**src/rtl/spi_host_master_if.sv**
```systemverilog
// spi_host_master_if: host command handshake, read-back and SPI pin bundle
interface spi_host_master_if;
    logic       start;
    logic [1:0] cmd;
    logic [7:0] din;
    logic       ready;
    logic       busy;
    logic [7:0] rd_data;
    logic       rd_valid;
    logic       SS_n;
    logic       MOSI;
    logic       MISO;
    modport master (
        input  start, cmd, din, MISO,
        output ready, busy, rd_data, rd_valid, SS_n, MOSI
    );
    modport slave (
        output start, cmd, din, MISO,
        input  ready, busy, rd_data, rd_valid, SS_n, MOSI
    );
endinterface

```
**src/rtl/spi_host_master.sv**
```systemverilog
// spi_host_master: framed SPI master for SPI_Wrapper; SPI_MASTER_MISO_SYNC_EN adds a 2-flop MISO synchronizer
module spi_host_master #(
    parameter int RD_LAT     = 2,
    parameter int GAP_CYCLES = 3
) (
    input logic              clk,
    input logic              rst_n,
    spi_host_master_if.master bus
);
    localparam logic [2:0] IDLE    = 3'd0;
    localparam logic [2:0] LEAD    = 3'd1;
    localparam logic [2:0] SHIFT   = 3'd2;
    localparam logic [2:0] WAIT    = 3'd3;
    localparam logic [2:0] CAPTURE = 3'd4;
    localparam logic [2:0] GAP     = 3'd5;
    logic       miso_s;
`ifdef SPI_MASTER_MISO_SYNC_EN
    localparam logic [7:0] WAIT_LAST = 8'(RD_LAT + 1);
    logic [1:0] miso_sync;
    always_ff @(posedge clk) begin
        if (!rst_n) miso_sync <= 2'b00;
        else        miso_sync <= {miso_sync[0], bus.MISO};
    end
    assign miso_s = miso_sync[1];
`else
    localparam logic [7:0] WAIT_LAST = 8'(RD_LAT - 1);
    assign miso_s = bus.MISO;
`endif
    localparam logic [7:0] GAP_LAST = 8'(GAP_CYCLES - 1);
    logic [2:0]  state;
    logic [7:0]  cnt;
    logic [10:0] frame;
    logic [7:0]  shreg;
    logic        rd_cmd;
    logic        ss_n_q, mosi_q, ready_q, busy_q, rd_valid_q;
    logic [7:0]  rd_data_q;
    assign bus.SS_n     = ss_n_q;
    assign bus.MOSI     = mosi_q;
    assign bus.ready    = ready_q;
    assign bus.busy     = busy_q;
    assign bus.rd_valid = rd_valid_q;
    assign bus.rd_data  = rd_data_q;
    // frame shifts left so the bit to send next is always frame[10]
    always_ff @(posedge clk) begin
        if (!rst_n) begin
            state      <= IDLE;
            cnt        <= 8'd0;
            frame      <= 11'd0;
            shreg      <= 8'd0;
            rd_cmd     <= 1'b0;
            ss_n_q     <= 1'b1;
            mosi_q     <= 1'b0;
            ready_q    <= 1'b1;
            busy_q     <= 1'b0;
            rd_valid_q <= 1'b0;
            rd_data_q  <= 8'd0;
        end else begin
            rd_valid_q <= 1'b0;
            case (state)
                IDLE: begin
                    if (bus.start && ready_q) begin
                        frame   <= {bus.cmd[1], bus.cmd, bus.din};
                        rd_cmd  <= &bus.cmd;
                        state   <= LEAD;
                        ss_n_q  <= 1'b0;
                        mosi_q  <= 1'b0;
                        busy_q  <= 1'b1;
                        ready_q <= 1'b0;
                    end
                end
                LEAD: begin
                    state  <= SHIFT;
                    cnt    <= 8'd0;
                    mosi_q <= frame[10];
                    frame  <= {frame[9:0], 1'b0};
                end
                SHIFT: begin
                    if (cnt == 8'd10) begin
                        cnt    <= 8'd0;
                        mosi_q <= 1'b0;
                        state  <= rd_cmd ? WAIT : GAP;
                        ss_n_q <= ~rd_cmd;
                        busy_q <= rd_cmd;
                    end else begin
                        cnt    <= cnt + 8'd1;
                        mosi_q <= frame[10];
                        frame  <= {frame[9:0], 1'b0};
                    end
                end
                WAIT: begin
                    state <= (cnt == WAIT_LAST) ? CAPTURE : WAIT;
                    cnt   <= (cnt == WAIT_LAST) ? 8'd0 : cnt + 8'd1;
                end
                CAPTURE: begin
                    shreg <= {shreg[6:0], miso_s};
                    if (cnt == 8'd7) begin
                        rd_data_q  <= {shreg[6:0], miso_s};
                        rd_valid_q <= 1'b1;
                        ss_n_q     <= 1'b1;
                        busy_q     <= 1'b0;
                        state      <= GAP;
                        cnt        <= 8'd0;
                    end else begin
                        cnt <= cnt + 8'd1;
                    end
                end
                GAP: begin
                    if (cnt == GAP_LAST) begin
                        state   <= IDLE;
                        ready_q <= 1'b1;
                        cnt     <= 8'd0;
                    end else begin
                        cnt <= cnt + 8'd1;
                    end
                end
                default: state <= IDLE;
            endcase
        end
    end
endmodule

```
**src/flat_wrapper.sv**
```systemverilog
// flat-port wrapper written by rule: the top's interface ports become plain ports
module spi_host_master_flat 
#(
    parameter int RD_LAT     = 2,
    parameter int GAP_CYCLES = 3
)
  (clk, rst_n, bus_start, bus_cmd, bus_din, bus_MISO, bus_ready, bus_busy, bus_rd_data, bus_rd_valid, bus_SS_n, bus_MOSI);
  spi_host_master_if bus_i ();
  input logic clk;
  input logic rst_n;
  input wire logic [$bits(bus_i.start)-1:0] bus_start;
  input wire logic [$bits(bus_i.cmd)-1:0] bus_cmd;
  input wire logic [$bits(bus_i.din)-1:0] bus_din;
  input wire logic [$bits(bus_i.MISO)-1:0] bus_MISO;
  output wire logic [$bits(bus_i.ready)-1:0] bus_ready;
  output wire logic [$bits(bus_i.busy)-1:0] bus_busy;
  output wire logic [$bits(bus_i.rd_data)-1:0] bus_rd_data;
  output wire logic [$bits(bus_i.rd_valid)-1:0] bus_rd_valid;
  output wire logic [$bits(bus_i.SS_n)-1:0] bus_SS_n;
  output wire logic [$bits(bus_i.MOSI)-1:0] bus_MOSI;
  assign bus_i.start = bus_start;
  assign bus_i.cmd = bus_cmd;
  assign bus_i.din = bus_din;
  assign bus_i.MISO = bus_MISO;
  assign bus_ready = bus_i.ready;
  assign bus_busy = bus_i.busy;
  assign bus_rd_data = bus_i.rd_data;
  assign bus_rd_valid = bus_i.rd_valid;
  assign bus_SS_n = bus_i.SS_n;
  assign bus_MOSI = bus_i.MOSI;
  spi_host_master #(.RD_LAT(RD_LAT), .GAP_CYCLES(GAP_CYCLES)) u_core (.clk(clk), .rst_n(rst_n), .bus(bus_i));
endmodule
```
**config.mk**
```make
export PLATFORM = sky130hd
export DESIGN_NAME = spi_host_master_flat
export DESIGN_NICKNAME = d
export VERILOG_FILES = /design/src/rtl/spi_host_master_if.sv /design/src/rtl/spi_host_master.sv /design/src/flat_wrapper.sv
export SDC_FILE = /design/constraint.sdc
export NUM_CORES = 1
export LEC_CHECK = 0
export ABC_AREA = 1
export CAP_MARGIN = 25
export CELL_PAD_IN_SITES_DETAIL_PLACEMENT = 1
export CELL_PAD_IN_SITES_GLOBAL_PLACEMENT = 2
export CORE_MARGIN = 2
export CORE_UTILIZATION = 29
export DETAILED_ROUTE_END_ITERATION = 10
export PLACE_DENSITY = 0.82
export SLEW_MARGIN = 20
export SYNTH_ARGS = -nofsm -noshare
export SYNTH_HDL_FRONTEND = slang
export SYNTH_SLANG_ARGS = --single-unit
```
**constraint.sdc**
```tcl
create_clock -name clk -period 1.3 [get_ports clk]
set_input_delay 0.13 -clock clk [delete_from_list [all_inputs] [get_ports clk]]
set_output_delay 0.13 -clock clk [all_outputs]
set_load 0.02 [all_outputs]
```
==> results.toml, run 1 <==
[worst_setup_path]
crit_start = "u_core.cnt[0]$_SDFFE_PN0P_"
end_kind = "flop"
arrival_ns = 1.67
worst_setup_path_start_kind = "flop"
required_ns = 1.52
worstPathMaxFanout = 5
ff2ff_path_depth = 10
criticalPathCategory = "reg -> reg"
critPathCapture = "u_core.cnt[0]$_SDFFE_PN0P_"
reg2reg_slack_ns = -0.15
rr_startpoint = "u_core.cnt[0]$_SDFFE_PN0P_"
rr_endpoint = "u_core.cnt[0]$_SDFFE_PN0P_"

[flow_run]
drv_cap = 0

[placement]
port_buffers = 26
gp_congestion = 0.786
hpwlAfterDp_um = 4790
dpl-instance-area_um2 = 3120
dp_slack_ns = -0.254

[power]
p_clk_frac = 0.169
peakVddDrop_v = 0.000794
p_per_area_nw_per_um2 = 1980
p_sw_mw = 3.23
power.internal_mw = 4.23
swShare = 0.434
seqPwrFrac = 0.254
p_comb_frac = 0.576
power.leakage_nw = 1.65

[die]
boundaryPins = 27
fp.dieArea_um2 = 9270
die_w_um = 96.3
die_y_um = 96.3
core_um2 = 8220
start_util = 0.300
num_rows = 33

[finish]
n_fill_cell = 961
utilization = 0.459
nets = 421
syn2layout_area_growth_pct = 52.6
post-route-cell-area_um2 = 3770
drive_gt1_frac = 0.411
diodes = 0

[timing]
rsz0062_at_grt = "true"
fmax_ghz = 0.688
finalSetupViolations = 26
slew_violations = 0
fin_crit_ns = 1.45
tightestPinTransition_ns = 0.214
fin_setup_tns_ns = -1.98
setup_ws_ns = -0.153
post-route-period-util = 1.12
fin_skew_ns = 0.0127
relSlewSlack = 0.857
hold_violations = 0

[synth]
synth_compound_gate_area_share = 0.173
synth_largest_area_cell = "dfxtp_1"
muxShareOfSynthArea = 0
ys_seq_elements = 43
syn_nets = 344
ys_seq_area_frac = 0.349
syn_area_um2 = 2470
avgSynthCellArea_um2 = 7.57
synth_top_family_by_area = "simple AND/OR/NAND/NOR gates"
synthCells = 326
synth_simple_gate_area_frac = 0.331
synth_top_area_frac = 0.349
synthAdderAreaFrac = 0.0203
synth-xor-area-share = 0.0106
synth_warnings = 0
yosys-top-cells-area = "dfxtp_1, nand2_1, a21oi_1"
yosysUniqueCellTypes = 37

[cts]
clk_pin_slew_ns = 0.10
clock_sink_count = 43
cts_root_buffer = "clkbuf_8"
htree_levels = 2
clock_path_buffers = 2
cts_buffers = 5
clock_latency_ns = 0.32
ctsHoldBuffers = 0
cts_tree = "built"

[run_status]
violations = "setup timing"
status = "complete, but fails checks"

[worst_hold_path]
min_path_type = "in -> reg"

[detailed_routing]
ant_nets = 0
drt_iter0_markers = 59
wl_per_cell_um = 14.2
vias = 2433
drcViolationCount = 0
dr.pass1.iters = 4
via_per_inst = 4.78
wirelength_um = 7210

[global_route]
grt-ovfl-total = 0
antenna_found_initial = 0
grt_max_degree = 24
grt_pass1_vias = 2415
track_usage = 0.159
grt_pass1_wl_um = 11500
[placed cells by master, fill, tap and decap left out, types with 6 or more instances in the layout]
master	synthesis	final
clkdlybuf4s50_1	0	13
nand2_4	4	8
dlygate4sd2_1	0	13
a21oi_2	1	16
o211ai_1	7	7
nand3_2	4	8
dfxtp_1	43	33
a21oi_1	27	11
nor2_1	35	30
inv_2	5	6
nor2_4	8	11
buf_4	0	37
o21ai_0	14	7
inv_1	35	30
nand2_2	4	8
o21ai_1	10	13
buf_6	7	10
o21a_1	9	9
nand2_1	59	50
nand3_1	21	13
[registers in the layout, summed over array words and instances, names as in the netlist]
name                 count
u_core.bus.MOSI          1
u_core.bus.SS_n          1
u_core.bus.busy          1
u_core.bus.rd_data       8
u_core.bus.rd_valid      1
u_core.bus.ready         1
u_core.cnt               8
u_core.frame            11
u_core.rd_cmd            1
u_core.shreg             7
u_core.state             3
[repair_timing]
| item | CTS | global route |
|---|---|---|
| pin swaps | 19 | 26 |
| cloned | 2 | 0 |
| setup endpoints to repair | 50 | 38 |
| resized for setup | 72 | 51 |
| setup buffers | 6 | 10 |
[metrics by stage]
step | instances | power [mW] | hold WS [ns]
5_1_grt | 509 | 7.97 | 0.443
3_5_place_dp | 484 | 5.33 | 0.455
6_report | 509 | 7.46 | 0.432
2_1_floorplan | 326 | 4.38 | 0.247
4_1_cts | 499 | 7.07 | 0.436
3_3_place_gp | 484 | 5.24 | 0.452
[synth_stat cells]
master     instances
o21ai_0           14
o2111ai_1          4
nand3_2            4
nand2_4            4
clkinv_1           1
nand2_2            4
nand2_8            2
nand2_1           59
buf_6              7
o21ai_1           10
inv_1             35
buf_2              1
inv_8              1
o211ai_1           7
o21a_1             9
xor2_1             3
inv_4              3
or2_0              1
nand3_4            1
o21ai_2            1
nor2_1            35
a21oi_2            1
nor2_2             2
nor3_2             1
nand4_4            1
nand3_1           21
inv_6              1
clkbuf_1           1
nor2_4             8
nor3_1             1
inv_2              5
dfxtp_1           43
nand3b_1           1
nor2_8             2
ha_1               4
clkbuf_2           1
a21oi_1           27
[layer usage]
layer | up-vias | GRT usage | wire length, um
met4 | 0 | 0.0500 | 152
li1 | 1218 | - | -
met1 | 1182 | 0.206 | 3250
met3 | 11 | 0.0219 | 125
met2 | 22 | 0.272 | 3680
met5 | - | 0 | 0
[how the worst min path moves through the flow]
stage	start	end	slack, ns	cells past startpoint
final	bus_MISO	u_core.bus.rd_data[0]$_SDFFE_PN0P_	0.43	3
after global routing	bus_MISO	u_core.bus.rd_data[0]$_SDFFE_PN0P_	0.44	3
after CTS	bus_MISO	u_core.bus.rd_data[0]$_SDFFE_PN0P_	0.44	3
after detailed placement	u_core.bus.rd_data[4]$_SDFFE_PN0P_	u_core.bus.rd_data[4]$_SDFFE_PN0P_	0.45	2
after global placement	u_core.bus.rd_data[0]$_SDFFE_PN0P_	u_core.bus.rd_data[0]$_SDFFE_PN0P_	0.45	2
after floorplan	rst_n	u_core.bus.rd_valid$_SDFF_PN0_	0.25	2
[worst max-delay path: stages, from the launching register on]
cell	delay [ns]
dfxtp_4	0.38
inv_4	0.06
ha_4	0.15
buf_4	0.12
nand3_4	0.08
nor2_4	0.12
nor2_2	0.06
nor2_4	0.16
nand3_2	0.09
nand2_2	0.10
nor2_1	0.04
[cell type report]
type	count	area, um2	share of cell area
multi-input combinational	229	1670	0.443
sequential	43	886	0.235
timing repair buffer	78	729	0.194
inverter	46	218	0.0578
tap	105	131	0.0349
clock buffer	6	93.8	0.0249
clock inverter	2	41.3	0.0110
[logic make-up after synthesis]
group                      count (synthesis)
DFF                                       43
adders and majority gates                  4
xor gates and xnor gates                   3
and+or+nand+nor                          147
AOI/OAI and AO/OA                         73
buffers and inverters                     56
[power by group through the flow]
| stage | combinational (mW) | clock, mW | sequential [mW] |
|---|---|---|---|
| finish | 4.30 | 1.26 | 1.90 |
| floorplan | 2.54 | 0 | 1.83 |
| global route | 4.69 | 1.34 | 1.93 |
| detailed placement | 3.50 | 0 | 1.83 |
| CTS | 3.89 | 1.28 | 1.89 |
| global placement | 3.42 | 0 | 1.82 |
Note: power is estimated with default switching activity, not from simulation.
==> run 2: changes to the inputs <==
CORE_MARGIN = unset   (was 2)
==> results.toml, run 2 (synthesis gave the netlist of run 1 again) <==
[run_status]
status = "complete, but fails checks"
violations = "setup timing"

[timing]
hold_violations = 0
relSlewSlack = 0.846
setup_ws_ns = -0.160
slew_violations = 0
timing.hold.ws_ns = 0.459
rsz0062_at_grt = "true"
finalSetupViolations = 33
post-route-period-util = 1.12
tightestPinTransition_ns = 0.231
fmax_ghz = 0.685
fin_skew_ns = 0.00255
fin_crit_ns = 1.46

[global_route]
track_usage = 0.170
antenna_found_initial = 0
grt_max_degree = 21
grt_pass1_wl_um = 11800
grt_pass1_vias = 2470
grt-ovfl-total = 0

[worst_setup_path]
end_kind = "flop"
worstPathMaxFanout = 5
arrival_ns = 1.65
worst_setup_path_start_kind = "flop"
required_ns = 1.49
criticalPathCategory = "reg -> reg"

[die]
die_w_um = 94.3
core_um2 = 8220
num_rows = 33
die_y_um = 94.3
boundaryPins = 27
fp.dieArea_um2 = 8890
start_util = 0.300

[cts]
clock_sink_count = 43
htree_levels = 2
clock_latency_ns = 0.30
cts_tree = "built"
ctsHoldBuffers = 0
clock_path_buffers = 2
clk_pin_slew_ns = 0.09
cts_root_buffer = "clkbuf_8"
cts_buffers = 5

[detailed_routing]
dr.pass1.iters = 4
drt_iter0_markers = 54
wirelength_um = 7480
via_per_inst = 4.74
vias = 2457
wl_per_cell_um = 14.4
drcViolationCount = 0
ant_nets = 0

[placement]
port_buffers = 26
dp_cells = 493
gp_congestion = 0.822
dpl-instance-area_um2 = 3150
hpwlAfterDp_um = 4880

[finish]
seq_area_um2 = 886
drive_gt1_frac = 0.455
syn2layout_area_growth_pct = 57.2
multiInputGateArea_um2 = 1730
stdcell_count = 518
most-common-layout-cells = "buf_4, nand2_1, dfxtp_1"
post-route-cell-area_um2 = 3880
utilization = 0.472
regMostFlops = "u_core.frame"
n_fill_cell = 964
final_common_cell = "buf_4"
nets = 431
largest_register_ffs = 11
diodes = 0

[flow_run]
drv_cap = 0

[power]
peakVddDrop_v = 0.000852
p_per_area_nw_per_um2 = 1960
p_total_mw = 7.62
power.leakage_nw = 1.67

[worst_hold_path]
min_path_type = "in -> reg"
==> run 2: cell types whose count changed in the layout (fill, tap and decap cells not counted), sizes merged <==
cell    before  now
buf         52   60
clkinv       2    5
inv         45   42
nand2       71   72
==> run 2: repair_timing <==
action                                  4_1_cts  5_1_grt
gates resized for setup                      78       74
hold endpoints to repair                      0        0
pin swaps                                    23       33
cloned                                        0        4
endpoints found under the setup margin       55       41
setup buffers                                 4       10
==> run 2: metrics by stage <==
| step | setup TNS [ns] | worst slack [ns] |
|---|---|---|
| final | -2.22 | -0.160 |
| after global routing | -5.35 | -0.242 |
| after CTS | -1.49 | -0.129 |
| after detailed placement | -6.00 | -0.251 |
| after global placement | -4.88 | -0.218 |
| after floorplan | 0 | 0.00591 |
==> run 2: area by class of cell <==
| cell class | count | area share |
|---|---|---|
| Tap cell | 105 | 0.0339 |
| Timing Repair Buffer | 87 | 0.205 |
| Clock inverter | 2 | 0.00935 |
| Inverter | 46 | 0.0606 |
| Clock buffer | 5 | 0.0177 |
| Sequential cell | 43 | 0.228 |
| Multi-Input combinational cell | 230 | 0.445 |
==> run 2: where the power goes <==
| group | switching [mW] | internal, mW |
|---|---|---|
| Clock | 0.491 | 0.564 |
| Sequential | 0.232 | 1.65 |
| Combinational | 2.63 | 2.05 |
==> run 2: per-layer routing <==
metal	wire, um	up-vias	GRT usage
met2	3900	31	0.293
li1	-	1237	-
met4	121	0	0.0500
met1	3280	1178	0.214
met3	182	11	0.0291
met5	0	-	0
==> run 2: path summary, 6_finish.rpt <==
kind / depth (start not counted) / slack [ns] / endpoint / from
max: 8 / -0.16 / u_core.state[2]$_SDFFE_PN0P_ / u_core.cnt[1]$_SDFFE_PN0P_
min: 3 / 0.46 / u_core.bus.rd_data[0]$_SDFFE_PN0P_ / bus_MISO
max reg2reg: 8 / -0.16 / u_core.state[2]$_SDFFE_PN0P_ / u_core.cnt[1]$_SDFFE_PN0P_
min reg2reg: 2 / 0.46 / u_core.bus.rd_data[0]$_SDFFE_PN0P_ / u_core.bus.rd_data[0]$_SDFFE_PN0P_
==> run 2: critical path: stages, from the launching register on <==
cell and delay, ns:
dfxtp_4 0.40, ha_4 0.16, nand3_4 0.08, nor2_4 0.20
nor2_4 0.06, nor2_4 0.18, inv_1 0.06, a21oi_1 0.14
nor2_1 0.06
